===== config.mk =====
export PLATFORM = sky130hd
export DESIGN_NAME = axi_lite_req_arbiter
export DESIGN_NICKNAME = d
export VERILOG_FILES = /design/src/rtl/axi_lite_arb_pkg.sv /design/src/rtl/rr_arbiter.sv /design/src/rtl/axi_lite_req_arbiter.sv
export SDC_FILE = /design/constraint.sdc
export NUM_CORES = 1
export LEC_CHECK = 0
export CAP_MARGIN = 15
export CORE_MARGIN = 4
export CORE_UTILIZATION = 42
export DETAILED_ROUTE_END_ITERATION = 12
export GPL_ROUTABILITY_DRIVEN = 0
export PLACE_DENSITY = 0.95
export SLEW_MARGIN = 20
export SYNTH_ARGS = -nofsm -noshare
export SYNTH_HDL_FRONTEND = slang
export SYNTH_SLANG_ARGS = --single-unit

===== constraint.sdc =====
create_clock -name clk -period 5.4 [get_ports clk]
set_input_delay 1.08 -clock clk [delete_from_list [all_inputs] [get_ports clk]]
set_output_delay 1.08 -clock clk [all_outputs]
set_load 0.05 [all_outputs]

===== src/rtl/axi_lite_arb_pkg.sv =====
// rtl/axi_lite_arb_pkg.sv - shared state encoding, default widths and width helpers for the request arbiter
package axi_lite_arb_pkg;

  localparam logic [1:0] S_IDLE  = 2'd0;
  localparam logic [1:0] S_ISSUE = 2'd1;
  localparam logic [1:0] S_WAIT  = 2'd2;
  localparam logic [1:0] S_RESP  = 2'd3;

  localparam int DEF_NUM_REQ     = 2;
  localparam int DEF_ADDR_W      = 32;
  localparam int DEF_DATA_W      = 32;
  localparam int DEF_TIMEOUT_CYC = 256;

  typedef enum logic [1:0] {
    ST_IDLE  = S_IDLE,
    ST_ISSUE = S_ISSUE,
    ST_WAIT  = S_WAIT,
    ST_RESP  = S_RESP
  } arb_state_t;

  // Ceiling log2; clog2(1) = 0.
  function automatic int clog2(input int value);
    int r;
    r = 0;
    for (int i = 0; i < 31; i++) begin
      if ((1 << i) < value) r = i + 1;
    end
    return r;
  endfunction

  // Register width able to hold 0..value-1, never narrower than one bit.
  function automatic int clog2_min1(input int value);
    return (clog2(value) < 1) ? 1 : clog2(value);
  endfunction

endpackage


===== src/rtl/rr_arbiter.sv =====
// rtl/rr_arbiter.sv - combinational rotate-priority select starting after the last owner
module rr_arbiter
  import axi_lite_arb_pkg::*;
#(
  parameter int NUM_REQ = DEF_NUM_REQ,
  parameter int IDW     = clog2_min1(DEF_NUM_REQ)
) (
  input  logic [NUM_REQ-1:0] req,
  input  logic [IDW-1:0]     last,
  output logic [NUM_REQ-1:0] grant,
  output logic [IDW-1:0]     grant_idx,
  output logic               any
);

  // Walk last+1, last+2, ... (mod NUM_REQ) and take the first pending request.
  always_comb begin
    logic [IDW-1:0] idx;
    idx       = '0;
    grant     = '0;
    grant_idx = '0;
    any       = 1'b0;
    for (int k = 1; k <= NUM_REQ; k++) begin
      idx = IDW'((int'(last) + k) % NUM_REQ);
      if (!any && req[idx]) begin
        any        = 1'b1;
        grant_idx  = idx;
        grant[idx] = 1'b1;
      end
    end
  end

endmodule


===== src/rtl/axi_lite_req_arbiter.sv =====
// rtl/axi_lite_req_arbiter.sv - round-robin sharing of one AXI4-Lite command port among NUM_REQ requesters
module axi_lite_req_arbiter
  import axi_lite_arb_pkg::*;
#(
  parameter int  NUM_REQ     = DEF_NUM_REQ,
  parameter int  ADDR_W      = DEF_ADDR_W,
  parameter int  DATA_W      = DEF_DATA_W,
  parameter int  TIMEOUT_CYC = DEF_TIMEOUT_CYC,
  localparam int IDW         = clog2_min1(NUM_REQ)
) (
  input  logic                      clk,
  input  logic                      arst_n,
  input  logic [NUM_REQ-1:0]        req_valid,
  input  logic [NUM_REQ-1:0]        req_write,
  input  logic [NUM_REQ*ADDR_W-1:0] req_addr,
  input  logic [NUM_REQ*DATA_W-1:0] req_wdata,
  output logic [NUM_REQ-1:0]        req_ready,
  output logic [NUM_REQ-1:0]        rsp_valid,
  output logic [DATA_W-1:0]         rsp_rdata,
  output logic                      rsp_err,
  output logic                      busy,
  output logic [IDW-1:0]            grant_id,
  output logic                      start_write,
  output logic                      start_read,
  output logic [ADDR_W-1:0]         write_address_M,
  output logic [DATA_W-1:0]         write_data,
  output logic [ADDR_W-1:0]         read_address,
  input  logic                      write_done,
  input  logic                      read_done,
  input  logic [DATA_W-1:0]         read_data
);

  localparam int             TW        = clog2_min1(TIMEOUT_CYC + 1);
  localparam int             TO_LAST   = (TIMEOUT_CYC > 0) ? TIMEOUT_CYC - 1 : 0;
  localparam logic [TW-1:0]  TO_LAST_V = TW'(TO_LAST);
  localparam logic [TW-1:0]  TIMER_MAX = '1;

  arb_state_t           state;
  logic [IDW-1:0]       last;
  logic                 write_done_q;
  logic                 read_done_q;
  logic                 cmd_write;
  logic [ADDR_W-1:0]    cmd_addr;
  logic [DATA_W-1:0]    cmd_wdata;
  logic [TW-1:0]        timer;

  logic [NUM_REQ-1:0]   rr_grant;
  logic [IDW-1:0]       rr_idx;
  logic                 rr_any;
  logic                 wd_ev;
  logic                 rd_ev;
  logic                 done_ev;
  logic                 timeout_hit;
  logic [ADDR_W-1:0]    sel_addr;
  logic [DATA_W-1:0]    sel_wdata;

  rr_arbiter #(
    .NUM_REQ (NUM_REQ),
    .IDW     (IDW)
  ) u_rr (
    .req       (req_valid),
    .last      (last),
    .grant     (rr_grant),
    .grant_idx (rr_idx),
    .any       (rr_any)
  );

  // Only a rising edge counts, so a done level left over from the previous transaction is ignored.
  assign wd_ev       = write_done & ~write_done_q;
  assign rd_ev       = read_done & ~read_done_q;
  assign done_ev     = cmd_write ? wd_ev : rd_ev;
  assign timeout_hit = (TIMEOUT_CYC > 0) && (timer == TO_LAST_V);

  assign req_ready       = (state == ST_IDLE) ? rr_grant : '0;
  assign sel_addr        = req_addr[int'(rr_idx)*ADDR_W +: ADDR_W];
  assign sel_wdata       = req_wdata[int'(rr_idx)*DATA_W +: DATA_W];
  assign write_address_M = cmd_addr;
  assign read_address    = cmd_addr;
  assign write_data      = cmd_wdata;

  // Previous done levels for edge detection.
  always_ff @(posedge clk or negedge arst_n) begin
    if (!arst_n) begin
      write_done_q <= 1'b0;
      read_done_q  <= 1'b0;
    end else begin
      write_done_q <= write_done;
      read_done_q  <= read_done;
    end
  end

  // Transaction sequencer: grant, issue one start pulse, wait for done or timeout, respond.
  always_ff @(posedge clk or negedge arst_n) begin
    if (!arst_n) begin
      state       <= ST_IDLE;
      last        <= IDW'(NUM_REQ - 1);
      grant_id    <= '0;
      cmd_write   <= 1'b0;
      cmd_addr    <= '0;
      cmd_wdata   <= '0;
      timer       <= '0;
      start_write <= 1'b0;
      start_read  <= 1'b0;
      rsp_valid   <= '0;
      rsp_rdata   <= '0;
      rsp_err     <= 1'b0;
      busy        <= 1'b0;
    end else begin
      start_write <= 1'b0;
      start_read  <= 1'b0;
      rsp_valid   <= '0;
      case (state)
        ST_IDLE: begin
          if (rr_any) begin
            cmd_write   <= req_write[rr_idx];
            cmd_addr    <= sel_addr;
            cmd_wdata   <= sel_wdata;
            grant_id    <= rr_idx;
            start_write <= req_write[rr_idx];
            start_read  <= ~req_write[rr_idx];
            busy        <= 1'b1;
            state       <= ST_ISSUE;
          end
        end
        ST_ISSUE: begin
          timer <= '0;
          state <= ST_WAIT;
        end
        ST_WAIT: begin
          if (done_ev) begin
            rsp_rdata <= cmd_write ? '0 : read_data;
            rsp_err   <= 1'b0;
            rsp_valid <= NUM_REQ'(1) << grant_id;
            state     <= ST_RESP;
          end else if (timeout_hit) begin
            rsp_rdata <= '0;
            rsp_err   <= 1'b1;
            rsp_valid <= NUM_REQ'(1) << grant_id;
            state     <= ST_RESP;
          end else if (timer != TIMER_MAX) begin
            timer <= timer + 1'b1;
          end
        end
        ST_RESP: begin
          last  <= grant_id;
          busy  <= 1'b0;
          state <= ST_IDLE;
        end
        default: state <= ST_IDLE;
      endcase
    end
  end

endmodule


---- Word level (Yosys, flattened, before mapping) ----
Cells that the tools add are included.
storage, ports and cells
  input port bits ......................... 168
  register bits ........................... 118
  logic and storage cells ................. 95
operators by class
  add/subtract/negate cells ............... 3
  reduce and logical (&&, ||, !) cells .... 13
  shift operators ......................... 3
  magnitude comparators ................... 5
  muxes and demuxes ....................... 40
  bitwise gates (word level) .............. 6
  eq/ne operators ......................... 10
operators by type and width
  cell                                                 count
  indexed part select 64 x 7 -> 32 bit                 2
  2-to-1 mux 32 bit                                    3
  2-to-1 mux 9 bit                                     3
  2-to-1 mux 1 bit                                     20
  2-to-1 mux 2 bit                                     9
  case mux 9 bit (2 select lines)                      1
  adder 9 x 1 -> 9 bit (second input constant)         1
  == test 9 x 8 -> 1 bit (second input constant)       1
  inequality test 9 bit (second input constant)        1
  inequality test 2 bit (second input constant)        4
  case mux 2 bit (4 select lines)                      1
  AND reduction 2 bit                                  4
  < comparator 1 x 2 -> 1 bit (second input constant)  3
  nonzero test 2 bit                                   3
  == test 2 bit (second input constant)                2
  AND reduction 4 bit                                  1
  logical AND 1 bit                                    3
  inequality test 3 bit (second input constant)        1
  NOT 1 bit                                            3
  adder 1 bit (second input constant)                  2
  AND 1 bit                                            2
  demux 1 bit (select 1 bit)                           2
  == test 2 x 1 -> 1 bit (second input constant)       1
  >= comparator 1 bit (second input constant)          2
  5 further kinds                                      5

---- Logic depth before layout (Yosys ltp) ----
  depth after elaboration ................. 12
  gate-level depth with buffers ........... 9
  depth with buffers taken out ............ 8

---- Hierarchy ----
A second synthesis with hierarchy kept.
unflattened totals
  cells, all modules ...................... 566
  area total of the unflattened synthesis .. 5,599.1 µm²
by module, submodules not included
  module                area an instance (µm²)  times used  seq. area each (µm²)  cells an instance
  axi_lite_req_arbiter  5,566.6                 1           2,954.1               561
  rr_arbiter            32.5                    1           0.0                   5

---- Worst setup path before layout ----
Ideal clock, no wire load.
  kind .................................... input port to output port
  start point ............................. in req_valid[1]
  end point ............................... out req_ready[1]
  arrival time ............................ 2,011 ps
  cell stages on the path ................. 3
  path buffers ............................ 1
  path slack .............................. 2,309 ps
  path through ............................ a21boi_1 buf_2 and2_1
on the way
  longest elaborated chain between the ends .. 7
ends and longest elaborated chain
  item                                                  RTL line                    source
  from (decl)                                           axi_lite_req_arbiter.sv:13  input logic [NUM_REQ-1:0] req_valid,
  2-to-1 mux 1 bit (implied by the code) (2 in series)  rr_arbiter.sv:24            if (!any && req[idx]) begin
  2-to-1 mux 1 bit                                      rr_arbiter.sv:24
  logical NOT 1 bit                                     rr_arbiter.sv:24
  logical AND 1 bit                                     rr_arbiter.sv:24
  2-to-1 mux 2 bit *                                    rr_arbiter.sv:24
  2-to-1 mux 2 bit *                                    axi_lite_req_arbiter.sv:74  assign req_ready = (state == ST_IDLE) ? rr_grant : '0;
  to (decl)                                             axi_lite_req_arbiter.sv:17  output logic [NUM_REQ-1:0] req_ready,
Every way passes the cells marked *; elsewhere a longest branch is shown, timed or not. The select of a mux whose other input is x is not followed.

---- Worst setup path after layout ----
Ends and elaborated chain as after synthesis.

==> qor.txt <==
Slew Limit Headroom -> 29.92%
Non-filler cells, final -> 1,001
Reg power frac -> 24.7%
Switching power -> 2.994 mW
Number of placement rows -> 41
Final setup vio count -> 0
Int Power -> 3.100 mW
Distinct cell type count of the synthesized netlist -> 34
Fill cell instance count of the final layout -> 913
Core area -> 12,720 sq um
Share of final-layout standard cells stronger than drive strength 1 -> 5.669%
Outcome -> finished clean
Transition time at the pin with the least slew margin -> 1.047 ns
Insertion delay of the later-clocked pin in the worst-skew pair -> 0.41 ns
Post-detailed-placement half-perimeter wirelength -> 13,670 microns
Number of antenna violations at the first check in global routing -> 0
First-pass detailed-route iteration total -> 4
Layout Skew -> 0.007696 ns
Final-layout setup total negative slack -> 0 ns
CP Launch Type -> input port
Count of final max-slew check failures -> 0
Global-route usage over all layers -> 23.99%
Wire length of the first global-routing pass -> 27,340 microns
Clock tree from TritonCTS -> yes
Via count of the first global-routing pass -> 5,136
Total leakage power -> 4.078 nW
Largest net degree at the start of global routing -> 95
Total power divided by cell area -> 674.0 nW/um^2
PostCTS Resize Cnt -> 0
Data required time of the critical path -> 4.32 ns
Cell chosen for the clock root -> sky130_fd_sc_hd__clkbuf_16
Congestion Overflow GR -> 0
Setup CP Type -> input port to primary output
Average vias per placed instance -> 4.987
Data arrival time at the worst-slack endpoint -> 2.83 ns
Number of sinks on the clock net -> 118
Number of buffers added on ports -> 304
Hold/Removal Path Class -> register to register
Post-CTS Hold Fix Bufs -> 0
Minimum clock period after layout -> 3.914 ns
Final number of hold-violating endpoints -> 0
Main area contributors after synthesis -> sky130_fd_sc_hd__dfrtp_1 53%, sky130_fd_sc_hd__mux2i_1 12%, sky130_fd_sc_hd__nand2_1 9.4%
Vias post-DR -> 4,992
X dimension of the die -> 122.2 microns
Placed cell count -> 969
Top cell type by total area after synthesis -> sky130_fd_sc_hd__dfrtp_1
Boundary pin count -> 305
Type of destination of the critical path -> primary output
Part of the power in the clock network -> 18.7%
Post-route DRC -> 0
Clock H-tree levels -> 4
Max Clock Freq -> 255.5 MHz
Leading cell types in the layout, fill and taps excluded -> 303 x sky130_fd_sc_hd__clkdlybuf4s50_1, 137 x sky130_fd_sc_hd__nand2_1, 117 x sky130_fd_sc_hd__dfrtp_1
Post-DRT Antenna Nets -> 0
Max-cap viol count -> 0
Area enclosed by the die boundary -> 14,940 sq um
Cell Area, Synth -> 5482 sq um
Post-Synthesis Mean Instance Area -> 9.930 sq um
Maximum VDD drop -> 0.0003167 V
Total Wirelength -> 18,110 microns
Share of total power in combinational logic -> 56.6%
Post-Synthesis Net Count -> 727
Yosys warning count -> 0
Number of DRC violations after detailed-routing iteration 0 -> 222
Area added between synthesis and finish -> 64.96%
Number of buffers inserted during clock tree synthesis -> 17
Yosys top cell area share -> 53.41%
Net Sw Frac -> 49.14%
Diodes inserted -> 0
Nets -> 991
Maximum fanout along the worst path -> 4
Synth Instances -> 552
Unrepaired setup endpoints after global routing -> false
Count of state elements after synthesis -> 118
Buffers from clock root to sink, at most -> 2
Number of buffers inserted to repair setup after CTS -> 0
Sequential fraction of the synthesis area -> 53.89%
Initial standard-cell utilization of the core -> 43.09%
Most common library cell in the layout ignoring fill and taps -> sky130_fd_sc_hd__clkdlybuf4s50_1
Routed wire length per instance -> 18.09 microns
Post-route clock period utilization -> 72.47%
Clock slew seen by the registers of the worst setup and hold paths -> 0.05 ns
Overall die height -> 122.2 microns
area by class of cell:
class | instances | area (sq um) | share of cell area [%]
timing repair buffer | 311 | 3105 | 34.34
multi-input combinational | 363 | 2140 | 23.66
tap | 172 | 215.2 | 2.380
clock buffer | 20 | 456.7 | 5.051
clock inverter | 12 | 152.6 | 1.688
sequential | 118 | 2954 | 32.67
inverter | 5 | 18.77 | 0.2076
path summary, 6_finish.rpt:
kind	cells after the start	slack (ns)	startpoint	to
max	4	1.49	req_valid[1]	req_ready[1]
min	2	0.46	rsp_rdata[0]	rsp_rdata[0]
max in group asynchronous	2	3.42	arst_n	start_write
min in group asynchronous	1	0.83	arst_n	read_address[4]
max reg2reg	8	3.06	timer[0]	timer[5]
min reg2reg	2	0.46	rsp_rdata[0]	rsp_rdata[0]
routing by layer:
layer  share of wire, %  global-route usage (%)
met3                 10                   9.724
met2                 52                   43.25
met4                3.2                   10.01
met1                 35                   24.53
met5                  0                       0
Yosys cell counts:
cell	count
sky130_fd_sc_hd__a21boi_1	1
sky130_fd_sc_hd__a21o_1	1
sky130_fd_sc_hd__a21oi_1	3
sky130_fd_sc_hd__and2_1	2
sky130_fd_sc_hd__and3b_1	1
sky130_fd_sc_hd__buf_1	1
sky130_fd_sc_hd__buf_2	3
sky130_fd_sc_hd__buf_4	37
sky130_fd_sc_hd__buf_6	2
sky130_fd_sc_hd__clkbuf_1	23
sky130_fd_sc_hd__dfrtp_1	117
sky130_fd_sc_hd__dfstp_2	1
sky130_fd_sc_hd__ha_1	7
sky130_fd_sc_hd__inv_1	5
sky130_fd_sc_hd__mux2_2	1
sky130_fd_sc_hd__mux2i_1	67
sky130_fd_sc_hd__nand2_1	137
sky130_fd_sc_hd__nand2b_1	2
sky130_fd_sc_hd__nand3_1	39
sky130_fd_sc_hd__nand4_1	2
sky130_fd_sc_hd__nor2_1	9
sky130_fd_sc_hd__nor2b_1	1
sky130_fd_sc_hd__nor3_1	4
sky130_fd_sc_hd__nor3b_1	1
sky130_fd_sc_hd__nor4_2	1
sky130_fd_sc_hd__o211ai_1	1
sky130_fd_sc_hd__o21a_1	1
sky130_fd_sc_hd__o21ai_0	71
sky130_fd_sc_hd__o21ai_1	1
sky130_fd_sc_hd__o22a_1	4
sky130_fd_sc_hd__o31a_1	3
sky130_fd_sc_hd__o31ai_1	1
sky130_fd_sc_hd__o31ai_2	1
sky130_fd_sc_hd__or4_4	1
cells by family after synthesis:
group | count (synthesis) | synth area share, %
and+or+nand+nor | 200 | 15.45
DFF | 118 | 53.89
AOI/OAI and AO/OA | 88 | 8.879
buffers and inverters | 71 | 7.738
muxes | 68 | 12.44
adders and majority gates | 7 | 1.598
power by group through the flow:
stage               clock network [mW]  logic, mW  registers [mW]
floorplan                            0       1.26            2.57
global placement                     0       3.38            1.49
detailed placement                   0       3.46            1.52
CTS                               1.16       3.47            1.51
global route                      1.20       3.61            1.56
finish                            1.14       3.45            1.51
worst max-delay path, stage by stage:
cell                              delay [ns]
sky130_fd_sc_hd__clkdlybuf4s50_1        0.58
sky130_fd_sc_hd__a21boi_4               0.21
sky130_fd_sc_hd__and2_1                 0.16
sky130_fd_sc_hd__clkdlybuf4s50_1        0.80
sequential cells by signal (all words and copies together), names as in the netlist:
name          count
busy              1
rsp_err           1
cmd_write         1
start_write       1
state             2
read_done_q       1
write_done_q      1
timer             9
rsp_valid         2
start_read        1
rsp_rdata        32
last              1
grant_id          1
write_data       32
read_address     32
metrics by stage:
stage	total power [mW]	util [%]	hold WS (ns)	setup WS, ns	instance area, sq um
after detailed placement	4.971	66.29	0.4549	1.487	8433
after global routing	6.373	71.08	0.4915	1.445	9042
after CTS	6.139	71.08	0.4666	1.487	9042
final	6.094	71.08	0.4598	1.487	9042
after global placement	4.873	66.29	0.4484	1.514	8433
after floorplan	3.829	-	0.4689	2.309	5482
Power figures use the tool's default switching activity.
